===== src/rtl/keypad_scanner.sv =====
// keypad_scanner: strobes matrix columns one-hot, samples rows, debounces whole frames, reports key events.
// Latency: strobes rise 1 clk after the frame-end tick; press-to-valid <= (DEBOUNCE_SCANS+1)*NUM_COLS*CLK_DIV+3 clk.
// Backpressure: none; key_valid/key_release are single-cycle strobes and must be consumed when seen.
//
// Ports:
//   clk, rst_n   system clock, asynchronous active-low reset
//   row          row sense lines (active high, asynchronous, synchronised internally)
//   col          one-hot column drive (active high)
//   key_code     index of the accepted key (row_idx*NUM_COLS + col_idx), held between events
//   key_valid    one-clk strobe on acceptance or auto-repeat
//   key_held     level, an accepted key is held
//   key_release  one-clk strobe when the held key has been released after debounce
//   multi_key    level, the last completed frame had more than one closed key
module keypad_scanner #(
  parameter int NUM_ROWS       = 4,
  parameter int NUM_COLS       = 4,
  parameter int CLK_DIV        = 100000,
  parameter int DEBOUNCE_SCANS = 3,
  parameter int REPEAT_SCANS   = 0,
  parameter int CODE_W         = 4
) (
  input  logic                clk,
  input  logic                rst_n,
  input  logic [NUM_ROWS-1:0] row,
  output logic [NUM_COLS-1:0] col,
  output logic [CODE_W-1:0]   key_code,
  output logic                key_valid,
  output logic                key_held,
  output logic                key_release,
  output logic                multi_key
);

  localparam int DIV_W = $clog2(CLK_DIV);
  localparam int COL_W = $clog2(NUM_COLS);
  localparam int ROW_W = (NUM_ROWS > 1) ? $clog2(NUM_ROWS) : 1;
  localparam int CNT_W = $clog2(DEBOUNCE_SCANS + 1);
  localparam int RPT_W = $clog2(REPEAT_SCANS + 2);

  typedef enum logic [1:0] {
    ST_IDLE,
    ST_PRESS_DB,
    ST_HELD,
    ST_REL_DB
  } state_t;

  // Synchroniser, divider and column strobe
  logic [NUM_ROWS-1:0] row_s1_q, row_s2_q;
  logic [DIV_W-1:0]    div_q;
  logic [NUM_COLS-1:0] col_q;
  logic [COL_W-1:0]    col_idx_q;
  logic                tick, last_col, frame_end;

  assign tick      = (div_q == DIV_W'(CLK_DIV - 1));
  assign last_col  = (col_idx_q == COL_W'(NUM_COLS - 1));
  assign frame_end = tick && last_col;

  always_ff @(posedge clk or negedge rst_n) begin
    if (!rst_n) begin
      row_s1_q  <= '0;
      row_s2_q  <= '0;
      div_q     <= '0;
      col_q     <= NUM_COLS'(1);
      col_idx_q <= '0;
    end else begin
      row_s1_q <= row;
      row_s2_q <= row_s1_q;
      if (tick) begin
        div_q     <= '0;
        col_q     <= {col_q[NUM_COLS-2:0], col_q[NUM_COLS-1]};
        col_idx_q <= last_col ? '0 : col_idx_q + 1'b1;
      end else begin
        div_q <= div_q + 1'b1;
      end
    end
  end

  // Frame accumulator: only the number of closed keys (saturating at 2)
  // and the index of the first one are needed to classify a frame.
  logic [1:0]        acc_cnt_q, acc_cnt_d;
  logic [CODE_W-1:0] acc_code_q, acc_code_d;
  logic [1:0]        hits;
  logic [ROW_W-1:0]  hit_row;
  logic [CODE_W-1:0] hit_code;
  logic [2:0]        hit_sum;
  logic [1:0]        frame_cnt;
  logic [CODE_W-1:0] frame_code;

  always_comb begin
    hits    = 2'd0;
    hit_row = '0;
    for (int r = 0; r < NUM_ROWS; r++) begin
      if (row_s2_q[r]) begin
        if (hits != 2'd2) hits = hits + 2'd1;
        hit_row = ROW_W'(r);
      end
    end
    hit_code   = CODE_W'(hit_row) * CODE_W'(NUM_COLS) + CODE_W'(col_idx_q);
    hit_sum    = {1'b0, acc_cnt_q} + {1'b0, hits};
    frame_cnt  = (hit_sum > 3'd2) ? 2'd2 : hit_sum[1:0];
    frame_code = (acc_cnt_q == 2'd0 && hits == 2'd1) ? hit_code : acc_code_q;

    acc_cnt_d  = acc_cnt_q;
    acc_code_d = acc_code_q;
    if (tick) begin
      if (last_col) begin
        acc_cnt_d  = 2'd0;
        acc_code_d = '0;
      end else begin
        acc_cnt_d  = frame_cnt;
        acc_code_d = frame_code;
      end
    end
  end

  always_ff @(posedge clk or negedge rst_n) begin
    if (!rst_n) begin
      acc_cnt_q  <= 2'd0;
      acc_code_q <= '0;
    end else begin
      acc_cnt_q  <= acc_cnt_d;
      acc_code_q <= acc_code_d;
    end
  end

  logic is_none, is_single, is_multi, same_key;
  assign is_none   = (frame_cnt == 2'd0);
  assign is_single = (frame_cnt == 2'd1);
  assign is_multi  = (frame_cnt == 2'd2);

  // Debounce / hold FSM, advances only at frame end
  state_t            state_q, state_d;
  logic [CODE_W-1:0] cand_q, cand_d;
  logic [CODE_W-1:0] code_q, code_d;
  logic [CNT_W-1:0]  cnt_q, cnt_d, cnt_inc;
  logic [RPT_W-1:0]  rpt_q, rpt_d, rpt_inc;
  logic              valid_q, valid_d;
  logic              held_q, held_d;
  logic              rel_q, rel_d;
  logic              multi_q, multi_d;

  assign same_key = (frame_code == cand_q);
  assign cnt_inc  = cnt_q + 1'b1;
  assign rpt_inc  = rpt_q + 1'b1;

  always_comb begin
    state_d = state_q;
    cand_d  = cand_q;
    code_d  = code_q;
    cnt_d   = cnt_q;
    rpt_d   = rpt_q;
    held_d  = held_q;
    multi_d = multi_q;
    valid_d = 1'b0;
    rel_d   = 1'b0;

    if (frame_end) begin
      multi_d = is_multi;
      case (state_q)
        ST_IDLE: begin
          if (is_single) begin
            cand_d  = frame_code;
            cnt_d   = CNT_W'(1);
            state_d = ST_PRESS_DB;
          end
        end
        ST_PRESS_DB: begin
          if (is_single && same_key) begin
            cnt_d = cnt_inc;
          end else if (is_single) begin
            cand_d = frame_code;
            cnt_d  = CNT_W'(1);
          end else begin
            cnt_d   = '0;
            state_d = ST_IDLE;
          end
        end
        ST_HELD: begin
          if (is_single && same_key) begin
            if (REPEAT_SCANS != 0 && rpt_inc == RPT_W'(REPEAT_SCANS)) begin
              valid_d = 1'b1;
              rpt_d   = '0;
            end else begin
              rpt_d = rpt_inc;
            end
          end else begin
            // The first non-matching frame already counts toward release.
            cnt_d   = CNT_W'(1);
            state_d = ST_REL_DB;
          end
        end
        ST_REL_DB: begin
          if (is_none) begin
            cnt_d = cnt_inc;
          end else if (is_single && same_key) begin
            // Bounce back to the held key: no new strobe, repeat phase kept.
            cnt_d   = '0;
            state_d = ST_HELD;
          end else begin
            cnt_d = '0;
          end
        end
        default: state_d = ST_IDLE;
      endcase

      // Acceptance also covers DEBOUNCE_SCANS=1 straight from IDLE.
      if (state_d == ST_PRESS_DB && cnt_d == CNT_W'(DEBOUNCE_SCANS)) begin
        state_d = ST_HELD;
        code_d  = cand_d;
        valid_d = 1'b1;
        held_d  = 1'b1;
        rpt_d   = '0;
        cnt_d   = '0;
      end

      if (state_d == ST_REL_DB && is_none && cnt_d == CNT_W'(DEBOUNCE_SCANS)) begin
        state_d = ST_IDLE;
        held_d  = 1'b0;
        rel_d   = 1'b1;
        cnt_d   = '0;
      end
    end
  end

  always_ff @(posedge clk or negedge rst_n) begin
    if (!rst_n) begin
      state_q <= ST_IDLE;
      cand_q  <= '0;
      code_q  <= '0;
      cnt_q   <= '0;
      rpt_q   <= '0;
      valid_q <= 1'b0;
      held_q  <= 1'b0;
      rel_q   <= 1'b0;
      multi_q <= 1'b0;
    end else begin
      state_q <= state_d;
      cand_q  <= cand_d;
      code_q  <= code_d;
      cnt_q   <= cnt_d;
      rpt_q   <= rpt_d;
      valid_q <= valid_d;
      held_q  <= held_d;
      rel_q   <= rel_d;
      multi_q <= multi_d;
    end
  end

  assign col         = col_q;
  assign key_code    = code_q;
  assign key_valid   = valid_q;
  assign key_held    = held_q;
  assign key_release = rel_q;
  assign multi_key   = multi_q;

endmodule


===== config.mk =====
export PLATFORM = sky130hd
export DESIGN_NAME = keypad_scanner
export DESIGN_NICKNAME = d
export VERILOG_FILES = /design/src/rtl/keypad_scanner.sv
export SDC_FILE = /design/constraint.sdc
export NUM_CORES = 1
export LEC_CHECK = 0
export ABC_CLOCK_PERIOD_IN_PS = 5200
export CAP_MARGIN = 15
export CORE_UTILIZATION = 55
export DETAILED_ROUTE_END_ITERATION = 10
export PLACE_DENSITY = 0.75
export SKIP_CTS_REPAIR_TIMING = 1
export SYNTH_ARGS = -nofsm -noshare
export SYNTH_HDL_FRONTEND = slang
export SYNTH_SLANG_ARGS = --single-unit
export TNS_END_PERCENT = 50

===== constraint.sdc =====
create_clock -name clk -period 5.2 [get_ports clk]
set_input_delay 1.04 -clock clk [delete_from_list [all_inputs] [get_ports clk]]
set_output_delay 1.04 -clock clk [all_outputs]
set_load 0.01 [all_outputs]

## Word-level counts from Yosys, hierarchy flattened

Cells that the tools add are included.

| operators by class | value |
|---|---|
| add/subtract/negate cells | 8 |
| magnitude comparators | 1 |
| eq/ne operators | 16 |
| multiplexer cells | 46 |
| reductions and logical operators | 12 |

Operator list:

| operator | count |
|---|---|
| $mux 2 | 29 |
| $add 17x1->17 const B | 1 |
| $eq 17x17->1 const B | 1 |
| $mux 17 | 1 |
| $mux 4 | 4 |
| $pmux 2 s4 | 2 |
| $eq 2x2->1 const B | 7 |
| $add 2x1->2 const B | 5 |
| $mux 1 | 9 |
| $eq 2x1->1 const B | 4 |
| $pmux 4 s2 | 1 |
| $logic_and 1x1->1 | 6 |
| $logic_not 2->1 | 3 |
| $ne 2x2->1 const B | 3 |
| $add 4x2->4 | 1 |
| $eq 4x4->1 | 1 |
| $reduce_and 2->1 | 2 |
| $add 2x2->3 | 1 |
| $gt 3x2->1 const B | 1 |
| $reduce_bool 2->1 | 1 |

| word-level totals | value |
|---|---|
| flip-flop bits (word level) | 53 |
| input port bits | 6 |
| output and inout port bits | 12 |
| word-level logic and storage cells | 98 |

## Depth between registers and ports, before layout

Gate-level depths: netlist of the first run.

| logic depth | value |
|---|---|
| depth after elaboration | 28 |
| depth in mapped cells | 17 |
| gate-level depth less buffers | 17 |

## Least setup slack after synthesis of the first run

OpenSTA, ideal clock, no wires.

| path | value |
|---|---|
| path kind | register to register |
| start point | register row_s2_q[1] |
| end point | register code_q[1] (netlist: key_code[1]) |
| library setup time | 125 ps |
| arrival time | 3539 ps |
| required time | 5075 ps |
| slack | 1536 ps |
| stages on the path, launching flop included | 18 |
| path buffers | 0 |
| period minus slack after synthesis | 3664 ps |
| cells stage by stage | dfrtp_1 inv_1 ha_1 mux2_4 inv_1 ha_1 mux2i_4 inv_2 ha_1 inv_1 fa_1 nand3_1 a31oi_1 o2111ai_1 a22oi_1 nand2_1 o2111ai_4 mux2_4 |

| on the way | value |
|---|---|
| cells in the longest elaborated chain, start to end | 19 |
| elaborated cells on any way between the ends | 45 |
| classes of those cells | add/sub (4); order compare (1); eq/ne (7); mux (28); reduce/logical (5) |

Ends and longest elaborated chain:

| item | line | source |
|---|---|---|
| start, declared | 47 | `logic [NUM_ROWS-1:0] row_s1_q, row_s2_q;` |
| start signal, assigned | 66 | `row_s2_q <= row_s1_q;` |
| $mux 2 | 92 | `if (row_s2_q[r]) begin` |
| $add 2x1->2 or $ne 2x2->1 (tied branches) | 93 | `if (hits != 2'd2) hits = hits + 2'd1;` |
| $mux 2 | 93 |  |
| $mux 2 | 92 |  |
| $add 2x1->2 or $ne 2x2->1 (tied branches) | 93 |  |
| $mux 2 | 93 |  |
| $mux 2 | 92 |  |
| $add 2x2->3 or $eq 2x1->1 (tied branches) | 98, 100 |  |
| [3 not listed] | -- |  |
| $logic_and 1x1->1 | 167, 178, 194 |  |
| $mux 2 | 194 | `end else if (is_single && same_key) begin` |
| $mux 2 | 192 | `if (is_none) begin` |
| $pmux 2 s4 | 158 | `case (state_q)` |
| $mux 2 | 156 | `if (frame_end) begin` |
| $eq 2x1->1 | 206 | `if (state_d == ST_PRESS_DB && cnt_d == CNT_W'(DEBOUNCE_SCANS)) begin` |
| $logic_and 1x1->1 | 206 |  |
| $reduce_and 2->1 (no line) | -- |  |
| end signal, assigned | 238 | `code_q <= code_d;` |
| end, declared | 133 | `logic [CODE_W-1:0] code_q, code_d;` |

Several ways; a longest one is shown, not always the timed one. The select of a mux whose other input is x is not followed.
A chain may end at the register's enable or synchronous reset.

## Final worst setup path of the first run

| path | value |
|---|---|
| start point | register row_s2_q[0] |
| end point | register code_q[1] (netlist: key_code[1]) |

| on the way | value |
|---|---|
| cells in the longest elaborated chain, start to end | 22 |
| elaborated cells on any way between the ends | 45 |
| classes of those cells | add/sub (4); order compare (1); eq/ne (8); mux (27); reduce/logical (5) |

Ends and longest elaborated chain:

| item | line |
|---|---|
| $mux 1 (*) | 92 |
| $add 2x1->2 or $ne 2x2->1 (tied branches) | 93 |
| $mux 2 | 93 |
| $mux 2 (*) | 92 |
| $add 2x1->2 or $ne 2x2->1 (tied branches) | 93 |
| $mux 2 | 93 |
| $mux 2 (*) | 92 |
| $add 2x1->2 or $ne 2x2->1 (tied branches) | 93 |
| [6 not listed] | -- |
| $logic_and 1x1->1 | 167, 178, 194 |
| $mux 2 | 194 |
| $mux 2 | 192 |
| $pmux 2 s4 | 158 |
| $mux 2 | 156 |
| $eq 2x1->1 | 206 |
| $logic_and 1x1->1 | 206 |
| $reduce_and 2->1 (no line) | -- |

Mark *: on every way between the ends. The rest lies on a longest branch, timed or not. The select of a mux whose other input is x is not followed.

==> reports/qor.yml, run 1 <==
max_slew.worst_pin.slew_ps: 845.5
setup-violations-final: 0
place_congestion: 0.8747
finalMaxSlewViolations: 0
hold_end: "row_s2_q[0]"
cts_max_path_buffers: 2
fillCellCount: 399
synth_edf_count: 0
fmax_mhz: 244.9
synth_seq_cells: 53
synth.mux.area_fraction: 0.05151
area_growth_pct: 11.57
drt_drc_violations_left: 0
worstPathArrival_ps: 4280
synth-simple-area-share: 0.2139
synth_nets: 300
grt_setup_unrepaired: "false"
final_nets: 318
startpoint_type: "flop"
dpl_worst_slack_ps: 1197
initial_core_util: 0.5874
synth_compound_area_frac: 0.1471
crit_buf_inv: 4
core-area_um2: 4880
required_ps: 5400
reg2reg_slack_ps: 1120
grt_pass1_vias: 2054
clk_pin_slew_worst_paths_ps: 100
grt_max_degree: 54
outcome: "finished, final reports clean"
syn_area_um2: 2866
hold_viol: 0
routed_via_density: 5.715
reg2reg_to: "key_code[1]"
synthFlopType: "dfrtp_1"
crit_slowest_cell: "fa_1"
grt_util_all_layers: 0.2273
ctsRootBufferMaster: "clkbuf_8"
min_path_cells: 0
netlist-cell-type-count: 58
setup_tns_ps: 0
fin_ws_ps: 1117
synthAdderAreaFrac: 0.03754
slew_headroom: 0.4311
ir_drop_mv: 0.1369
r2r-start: "row_s2_q[0]"
finalCritPeriodShare: 0.7851
drt-initial-drc-count: 155
synth_top_family_by_area: "simple AND/OR/NAND/NOR gates"
clock_latency_ps: 310
drive_gt1_frac: 0.09508
numCtsBuffers: 5
r2r_cells: 17
io_pins: 18
htreeDepth: 2
drv_cap: 0
dp_hpwl_um: 3945
path_cells: "inv_1 -> ha_1 -> mux2_4 -> inv_1 -> ha_1 -> mux2i_4 -> inv_2 -> ha_1 -> inv_1 -> fa_1 -> nand3_1 -> a31oi_1 -> o2111ai_1 -> a22oi_1 -> nand2_1 -> o2111ai_4 -> mux2_4"
cts.sinks: 53
die_h_um: 74.19
yosysSeqAreaShare: 0.4631
dieArea_um2: 5504
crit_type: "flop to flop"
async_flop_share: 1.000
hp-start: "row_s1_q[0]"
slowest_delay_ps: 500
postSynthAreaPerCell_um2: 10.02
yosysWarnings: 0
gr-total-overflow: 0
die_w_um: 74.19
routed_wl_um: 5422
period_minus_slack_ps: 4083
drt_first_pass_iters: 4
leakage_nw: 1.411
cts_tree: "built"
portBuffers: 17
final_antenna_net_count: 0
cellPowerDensity_nw_per_um2: 231.0
grt_pass1_wl_um: 9556
wl_per_cell_um: 14.58
vias: 2126
worstHoldPathType: "flop to flop"
num_antenna_cells: 0
critPathTopFamily: "adder cells"
antenna_found_initial: 0
worstPathMaxFanout: 4
syn_inst: 286
synthXorXnorAreaFrac: 0.05805
crit_cells: 17
end_kind: "flop"
num_rows: 25
clock-skew-final_ps: 9.836
## registers in the layout, indices dropped and copies added (netlist names), 2 cells and up
| name | count |
|---|---|
| acc_cnt_q | 2 |
| acc_code_q | 4 |
| cand_q | 4 |
| cnt_q | 2 |
| col | 4 |
| col_idx_q | 2 |
| div_q | 17 |
| key_code | 4 |
| row_s1_q | 4 |
| row_s2_q | 4 |
| state_q | 2 |
## how the worst max path moves through the flow
stage           startpoint     endpoint
3_5_place_dp   row_s2_q[0]  key_code[1]
5_1_grt        row_s2_q[0]  key_code[2]
3_3_place_gp   row_s2_q[1]  key_code[1]
6_report       row_s2_q[0]  key_code[1]
2_1_floorplan  row_s2_q[1]  key_code[1]
4_1_cts        row_s2_q[0]  key_code[1]
## kinds of logic after synthesis
group	after synthesis
simple gates	115
buf+inv	22
compound gates	58
xor+xnor	19
fa+ha+maj	8
flops	53
mux	11
## cell usage after synthesis, drive strengths merged (7+ instances only)
library cell,number,area share
ha,7,0.031
a31oi,7,0.015
nor2,21,0.028
xnor2,11,0.034
dfrtp,52,0.45
inv,14,0.018
nand3,9,0.016
nand2,42,0.055
mux2,8,0.037
a21oi,9,0.016
xor2,8,0.024
o21ai,20,0.039
clkbuf,8,0.010
nor3,7,0.018
## where the power goes
part | internal [mW] | leakage (nW) | switching, mW
clock | 0.101 | 0.0506 | 0.142
sequential | 0.415 | 0.704 | 0.00241
combinational | 0.0293 | 0.656 | 0.0488
total | 0.545 | 1.41 | 0.194
## metal layers
| metal | wire length, um | global-route usage | share of wire | vias to the layer above |
|---|---|---|---|---|
| li1 | - | - | - | 1055 |
| met1 | 2672 | 0.3191 | 0.49 | 1020 |
| met2 | 2509 | 0.3667 | 0.46 | 44 |
| met3 | 179 | 0.03659 | 0.033 | 7 |
| met4 | 60 | 0.06410 | 0.011 | 0 |
| met5 | 0 | 0 | 0 | - |
## metrics by stage
| step | hold slack, ps | power [mW] | cell area, um2 | instances | util |
|---|---|---|---|---|---|
| 3_5_place_dp | 334.7 | 0.5035 | 3100 | 364 | 0.6354 |
| 6_report | 357.3 | 0.7388 | 3198 | 372 | 0.6554 |
| 4_1_cts | 359.3 | 0.7449 | 3198 | 372 | 0.6554 |
| 5_1_grt | 367.2 | 0.7738 | 3198 | 372 | 0.6554 |
| 3_3_place_gp | 333.5 | 0.5018 | 3100 | 364 | 0.6354 |
| 2_1_floorplan | 331.2 | 0.4803 | 2867 | 286 | - |
## worst reg2reg max path, stage by stage, from the launching register on
cell and delay, ps:
dfrtp_1 370, inv_1 60, ha_1 310, mux2_4 300, inv_1 60, ha_1 200
mux2i_4 100, inv_2 100, ha_1 140, inv_1 50, fa_1 500, nand3_1 140
a31oi_1 230, o2111ai_1 170, a22oi_1 380, nand2_1 190, o2111ai_4 330, mux2_4 330
## cells in the final DEF (no fill, tap or decap), types with 8 or more instances in the layout
cell	count
clkdlybuf4s50_1	16
nand2_1	42
o21ai_0	18
a21oi_1	9
inv_1	13
xnor2_1	11
xor2_1	8
nor2_1	21
dfrtp_1	52
nand3_1	9
## cell type report
type                       instances  area [um2]  area share
tap                               67       83.83     0.02621
multi-input combinational        211        1456      0.4554
sequential                        53        1328      0.4151
inverter                          14       52.55     0.01643
timing repair buffer              19       180.2     0.05634
clock inverter                     3       28.78    0.008998
clock buffer                       5       68.82     0.02152
Note: power is estimated with default switching activity, not from simulation.
==> run 2, diff against run 1 <==
--- a/config.mk
+++ b/config.mk
@@ -5,9 +5,9 @@
 export SDC_FILE = /design/constraint.sdc
 export NUM_CORES = 1
 export LEC_CHECK = 0
-export ABC_CLOCK_PERIOD_IN_PS = 5200
+export ABC_CLOCK_PERIOD_IN_PS = 3600
 export CAP_MARGIN = 15
-export CORE_UTILIZATION = 55
+export CORE_UTILIZATION = 53
 export DETAILED_ROUTE_END_ITERATION = 10
 export PLACE_DENSITY = 0.75
 export SKIP_CTS_REPAIR_TIMING = 1
==> constraint.sdc (replaced) <==
create_clock -name clk -period 3.6 [get_ports clk]
set_input_delay 0.72 -clock clk [delete_from_list [all_inputs] [get_ports clk]]
set_output_delay 0.72 -clock clk [all_outputs]
set_load 0.01 [all_outputs]
==> run 2 against run 1 <==
The run now ends with negative setup slack left. Wire length increased by 8.8%. Non-clock buffer count is 15 higher. Hold slack lost 0.77 ps. Fmax grew 13%. Critical path depth did not move. Sequential cell count stayed put. Critical path type unchanged. Largest cell class unchanged.
==> reports/qor.yml, run 2 (synthesis gave the netlist of run 1 again) <==
outcome: "finished, violations left"  # was finished, final reports clean
failed_checks: "negative setup slack"
fillCellCount: 391  # was 399
portBuffers: 17  # unchanged
wl_met1_um: 2728  # was 2672 um
htreeDepth: 2  # unchanged
crit_slowest_cell: "fa_1"  # unchanged
final_nets: 333  # was 318
drt_drc_violations_left: 0  # unchanged
hp-start: "row_s1_q[3]"  # was row_s1_q[0]
fin_util: 0.6672  # was 0.6554
r2r-start: "row_s2_q[0]"  # unchanged
top_register: "div_q"  # unchanged
drv_cap: 0  # unchanged
ctsRootBufferMaster: "clkbuf_8"  # unchanged
clock_latency_ps: 310  # about the same
io_pins: 18  # unchanged
initial_core_util: 0.5542  # was 0.5874
dp_hpwl_um: 4199  # was 3945 um
highest_layer: "met4"  # unchanged
clk_pin_slew_worst_paths_ps: 100  # about the same
p_comb_frac: 0.125  # was 0.106
place_area_um2: 3199  # was 3100 um2
antenna_found_initial: 0  # unchanged
gr-total-overflow: 0  # unchanged
dr_wl_met3_um: 238  # was 179 um
worstHoldPathType: "flop to flop"  # unchanged
area_growth_pct: 20.38  # was 11.57%
hold_end: "row_s2_q[3]"  # was row_s2_q[0]
wl_per_cell_um: 15.13  # was 14.58 um
worstPathMaxFanout: 4  # unchanged
period_minus_slack_ps: 3616  # was 4083 ps
crit_type: "flop to flop"  # unchanged
drt_first_pass_iters: 4  # unchanged
num_rows: 26  # was 25
num_antenna_cells: 0  # unchanged
routed-wl-met2_um: 2833  # was 2509 um
cts_max_path_buffers: 2  # unchanged
max_slew.worst_pin.slew_ps: 937.2  # was 845.5 ps
finalCritPeriodShare: 1.005  # was 0.7851
switching_share: 0.2315  # was 0.2621
vias: 2243  # was 2126
dieArea_um2: 5706  # was 5504 um2
die_w_um: 75.54  # was 74.19 um
grt_util_all_layers: 0.2256  # was 0.2273
p_clk_frac: 0.386  # was 0.329
drt-initial-drc-count: 153  # was 155
pwr-share-seq: 0.490  # was 0.565
ir_drop_mv: 0.2789  # was 0.1369 mV
p_int_uw: 946.2  # was 545.1 uW
finalMaxSlewViolations: 0  # unchanged
end_kind: "flop"  # unchanged
grt_pass1_wl_um: 9515  # was 9556 um
r2r_cells: 17  # unchanged
cts_tree: "built"  # unchanged
clock-skew-final_ps: 6.161  # was 9.836 ps
worstPathArrival_ps: 3820  # was 4280 ps
cellPowerDensity_nw_per_um2: 356.8  # was 231.0 nW/um2
grt_pass1_vias: 2051  # was 2054
stdcell_count: 390  # was 372
slew_headroom: 0.3695  # was 0.4311
setup-violations-final: 3  # was 0
final_common_cell: "dfrtp_1"  # unchanged
grt_max_degree: 36  # was 54
reg2reg_to: "key_code[3]"  # was key_code[1]
numCtsBuffers: 5  # unchanged
hold_viol: 0  # unchanged
routed_via_density: 5.751  # was 5.715
routed_wl_um: 5899  # was 5422 um
final_antenna_net_count: 0  # unchanged
required_ps: 3800  # was 5400 ps
path_cells: "inv_2 -> ha_4 -> mux2_4 -> inv_2 -> ha_4 -> mux2i_4 -> inv_2 -> ha_4 -> inv_2 -> fa_1 -> nand3_2 -> a31oi_4 -> nand4b_1 -> a22oi_2 -> nand2_2 -> o2111ai_4 -> mux2_4"  # was inv_1 -> ha_1 -> mux2_4 -> inv_1 -> ha_1 -> mux2i_4 -> inv_2 -> ha_1 -> inv_1 -> fa_1 -> nand3_1 -> a31oi_1 -> o2111ai_1 -> a22oi_1 -> nand2_1 -> o2111ai_4 -> mux2_4
leakage_nw: 1.506  # was 1.411 nW
die_h_um: 75.54  # was 74.19 um
largest_reg_flops: 17  # unchanged
fin_ws_ps: -16.26  # was 1117 ps
fmax_mhz: 276.5  # was 244.9 MHz
critPathMostFrequentCell: "inv_2"
min_path_cells: 0  # unchanged
p_sw_uw: 285.0  # was 193.6 uW
final_cell_mix: "dfrtp_1, nand2_1, nor2_1, o21ai_0, buf_4"  # was dfrtp_1, nand2_1, nor2_1, o21ai_0, clkdlybuf4s50_1
drive_gt1_frac: 0.1938  # was 0.09508
place_congestion: 0.8259  # was 0.8747
cts.sinks: 53  # unchanged
startpoint_type: "flop"  # unchanged
reg2reg_slack_ps: -20  # was 1120 ps
grt_setup_unrepaired: "true"  # was false
core-area_um2: 5172  # was 4880 um2
slowest_delay_ps: 520  # was 500 ps
postLayoutCellArea_um2: 3451  # was 3198 um2
dp_cells: 379  # was 364
==> run 2: worst max-delay path by stage <==
| stage | endpoint | cells past startpoint | slack [ps] | start |
|---|---|---|---|---|
| global route | key_code[2] | 17 | -140 | row_s2_q[0] |
| CTS | key_code[3] | 17 | -100 | row_s2_q[0] |
| finish | key_code[3] | 17 | -20 | row_s2_q[0] |
| detailed placement | key_code[2] | 17 | -80 | row_s2_q[0] |
| global placement | key_code[1] | 17 | 30 | row_s2_q[1] |
| floorplan | key_code[1] | 17 | 1 | row_s2_q[1] |
==> run 2: area by class of cell <==
type / instances / area [um2] / area share
Multi-Input combinational cell: 211 / 1553 / 0.4500
Sequential cell: 53 / 1328 / 0.3847
Timing Repair Buffer: 34 / 292.8 / 0.08484
Tap cell: 70 / 87.58 / 0.02538
Clock buffer: 5 / 68.82 / 0.01994
Clock inverter: 3 / 68.82 / 0.01994
Inverter: 14 / 52.55 / 0.01523
==> run 2: power groups by stage <==
| stage | clock network [mW] | registers [mW] | logic (mW) |
|---|---|---|---|
| after global placement | 0 | 0.614 | 0.129 |
| after CTS | 0.489 | 0.603 | 0.132 |
| after floorplan | 0 | 0.614 | 0.0809 |
| final | 0.475 | 0.603 | 0.153 |
| after global routing | 0.509 | 0.604 | 0.168 |
| after detailed placement | 0 | 0.615 | 0.131 |
==> run 2: critical path: cells and delay by family (launching register included) <==
kind / cells / cell delay, ps
compound gates: 3 / 780
fa+ha+maj: 4 / 970
buf+inv: 4 / 270
flops: 1 / 410
mux: 3 / 670
simple gates: 3 / 400
==> run 2: per-stage QoR <==
stage / hold WS [ps] / worst slack [ps] / total power, mW / TNS, ps
after floorplan: 331.2 / 1.259 / 0.6948 / 0
after global placement: 332.8 / 29.70 / 0.7428 / 0
final: 356.5 / -16.26 / 1.231 / -42.58
after detailed placement: 335.5 / -82.70 / 0.7460 / -267.9
after CTS: 358.9 / -102.9 / 1.224 / -353.7
after global routing: 368.1 / -135.3 / 1.280 / -734.6
==> run 2: layer usage <==
metal / global-route usage / up-vias
li1: - / 1084
met1: 0.3006 / 1101
met2: 0.3720 / 47
met3: 0.04894 / 11
met4: 0.06790 / 0
met5: 0 / -
==> run 3, diff against run 2 <==
--- a/config.mk
+++ b/config.mk
@@ -14,4 +14,3 @@
 export SYNTH_ARGS = -nofsm -noshare
 export SYNTH_HDL_FRONTEND = slang
 export SYNTH_SLANG_ARGS = --single-unit
-export TNS_END_PERCENT = 50
==> constraint.sdc (replaced) <==
create_clock -name clk -period 3.6 [get_ports clk]
set_input_delay 0.9 -clock clk [delete_from_list [all_inputs] [get_ports clk]]
set_output_delay 0.9 -clock clk [all_outputs]
set_load 0.01 [all_outputs]
==> run 3 against run 2 <==
The flow still finishes with violations (negative setup slack). Core utilization grew 0.29 points. Power fell by 0.24%. First-iteration DRC count up 4.6%. Cell count up 0.51%. Count of clock-buffer cells in the layout did not move. Final area grew 0.43%. Largest power group unchanged. Sequential cell count unchanged.
==> reports/qor.yml, run 3 (synthesis gave the netlist of run 1 again) <==
wl_per_cell_um: 15.59  # was 15.13 um
fmax_mhz: 273.4  # was 276.5 MHz
final_common_cell: "dfrtp_1"  # unchanged
area_growth_pct: 20.91  # was 20.38%
clock-skew-final_ps: 9.599  # was 6.161 ps
io_pins: 18  # unchanged
reg2reg_slack_ps: -60  # was -20 ps
slowest_delay_ps: 570  # was 520 ps
num_antenna_cells: 0  # unchanged
routed_via_density: 5.773  # was 5.751
slew_headroom: 0.4151  # was 0.3695
failed_checks: "negative setup slack"  # unchanged
antenna_found_initial: 0  # unchanged
cts_max_path_buffers: 2  # unchanged
setup_tns_ps: -188.2  # was -42.58 ps
final_nets: 335  # was 333
drt_first_pass_iters: 4  # unchanged
grt_util_all_layers: 0.2338  # was 0.2256
required_ps: 3800  # about the same
place_area_um2: 3199  # unchanged
leakage_nw: 1.518  # was 1.506 nW
max_slew.worst_pin.slew_ps: 869.3  # was 937.2 ps
cellPowerDensity_nw_per_um2: 354.4  # was 356.8 nW/um2
finalMaxSlewViolations: 0  # unchanged
drt-initial-drc-count: 160  # was 153
outcome: "finished, violations left"  # unchanged
worstPathMaxFanout: 4  # unchanged
grt_pass1_vias: 2147  # was 2051
fin_ws_ps: -57.05  # was -16.26 ps
place_congestion: 0.8168  # was 0.8259
pwr-share-seq: 0.491  # was 0.490
worstHoldPathType: "flop to flop"  # unchanged
period_minus_slack_ps: 3657  # was 3616 ps
grt_pass1_wl_um: 9949  # was 9515 um
endpoint: "key_code[2]"  # was key_code[3]
drt_drc_violations_left: 0  # unchanged
ir_drop_mv: 0.2458  # was 0.2789 mV
seqCellArea_um2: 1328  # unchanged
p_comb_frac: 0.127  # was 0.125
path_cells: "buf_4 -> ha_1 -> nand2b_1 -> and2_4 -> ha_4 -> mux2i_4 -> inv_2 -> ha_4 -> inv_2 -> fa_1 -> nand3_2 -> a31oi_4 -> nand4b_1 -> a22oi_2 -> nand2_2 -> o2111ai_4 -> mux2_4"  # was inv_2 -> ha_4 -> mux2_4 -> inv_2 -> ha_4 -> mux2i_4 -> inv_2 -> ha_4 -> inv_2 -> fa_1 -> nand3_2 -> a31oi_4 -> nand4b_1 -> a22oi_2 -> nand2_2 -> o2111ai_4 -> mux2_4
r2r_cells: 17  # unchanged
grt_max_degree: 35  # was 36
timing.hold.ws_ps: 353.5  # was 356.5 ps
p_clk_frac: 0.382  # was 0.386
hold_viol: 0  # unchanged
switching_share: 0.2317  # was 0.2315
postLayoutCellArea_um2: 3466  # was 3451 um2
p_sw_uw: 284.6  # was 285.0 uW
end_kind: "flop"  # unchanged
crit_start: "row_s2_q[0]"  # unchanged
cts.sinks: 53  # unchanged
numCtsBuffers: 5  # unchanged
p_int_uw: 943.6  # was 946.2 uW
htreeDepth: 2  # unchanged
clk_pin_slew_worst_paths_ps: 100  # about the same
reg2reg_to: "key_code[2]"  # was key_code[3]
cts_tree: "built"  # unchanged
die_h_um: 75.54  # unchanged
dp_hpwl_um: 4356  # was 4199 um
final_antenna_net_count: 0  # unchanged
final_cell_mix: "dfrtp_1, nand2_1, nor2_1, buf_4, o21ai_0"  # was dfrtp_1, nand2_1, nor2_1, o21ai_0, buf_4
routed_wl_um: 6112  # was 5899 um
largest_reg_flops: 17  # unchanged
setup-violations-final: 5  # was 3
drive_gt1_frac: 0.1988  # was 0.1938
dieArea_um2: 5706  # unchanged
fin_util: 0.6701  # was 0.6672
crit_slowest_cell: "fa_1"  # unchanged
r2r-start: "row_s2_q[0]"  # unchanged
num_rows: 26  # unchanged
startpoint_type: "flop"  # unchanged
power_mw: 1.228  # was 1.231 mW
worstPathArrival_ps: 3860  # was 3820 ps
ctsRootBufferMaster: "clkbuf_8"  # unchanged
drv_cap: 0  # unchanged
core-area_um2: 5172  # unchanged
gr-total-overflow: 0  # unchanged
die_w_um: 75.54  # unchanged
portBuffers: 17  # unchanged
initial_core_util: 0.5542  # unchanged
fillCellCount: 386  # was 391
crit_type: "flop to flop"  # unchanged
top_register: "div_q"  # unchanged
multi_input_area_um2: 1553  # unchanged
clock_latency_ps: 310  # about the same
finalCritPeriodShare: 1.016  # was 1.005
vias: 2263  # was 2243
grt_setup_unrepaired: "true"  # unchanged
run 3: changes by cell type in the layout (fill, tap and decap cells not counted):
cell,previous run,this run
inv_6,1,0
buf_4,17,18
a21boi_0,1,0
a21boi_1,0,1
buf_6,0,1
clkinv_2,0,1
run 3: routing by layer:
metal,vias to the layer above,share of wire,track usage
li1,1084,-,-
met4,0,0.022,0.08025
met3,15,0.042,0.03968
met1,1095,0.45,0.3079
met5,-,0,0
met2,69,0.48,0.3929
run 3: cell type report:
class | count | area share
well taps | 70 | 0.02527
multi-input cells | 211 | 0.4480
clock inverters | 3 | 0.01877
inverters | 14 | 0.01516
flip-flops and latches | 53 | 0.3830
repair buffers | 36 | 0.08989
clock buffers | 5 | 0.01986
run 3: worst max-delay path, delay by kind of cell (launching register included):
| family | cells | cell delay [ps] |
|---|---|---|
| adder cells (fa/ha/maj) | 4 | 1050 |
| AO/OA/AOI/OAI | 3 | 770 |
| AND/OR/NAND/NOR | 5 | 680 |
| flip-flops | 1 | 410 |
| multiplexers | 2 | 390 |
| buffers and inverters | 3 | 250 |
run 3: through the flow:
step           setup slack [ps]  instances
2_1_floorplan             1.259        286
3_3_place_gp              32.56        379
3_5_place_dp             -172.1        379
4_1_cts                  -206.0        387
5_1_grt                  -196.1        392
6_report                 -57.05        392
run 3: worst min-delay path by stage:
stage | endpoint | startpoint | slack, ps | depth (start not counted)
global placement | row_s2_q[0] | row_s1_q[0] | 330 | 0
finish | row_s2_q[0] | row_s1_q[0] | 350 | 0
global route | row_s2_q[2] | row_s1_q[2] | 370 | 0
floorplan | row_s2_q[0] | row_s1_q[0] | 330 | 0
detailed placement | row_s2_q[3] | row_s1_q[3] | 340 | 0
CTS | row_s2_q[3] | row_s1_q[3] | 360 | 0
run 3: power by group through the flow:
stage                     clock, mW  sequential (mW)  combinational [mW]
after floorplan                   0            0.614              0.0809
after CTS                     0.478            0.603               0.134
after global routing          0.503            0.604               0.170
after detailed placement          0            0.614               0.133
final                         0.469            0.603               0.156
after global placement            0            0.614               0.129
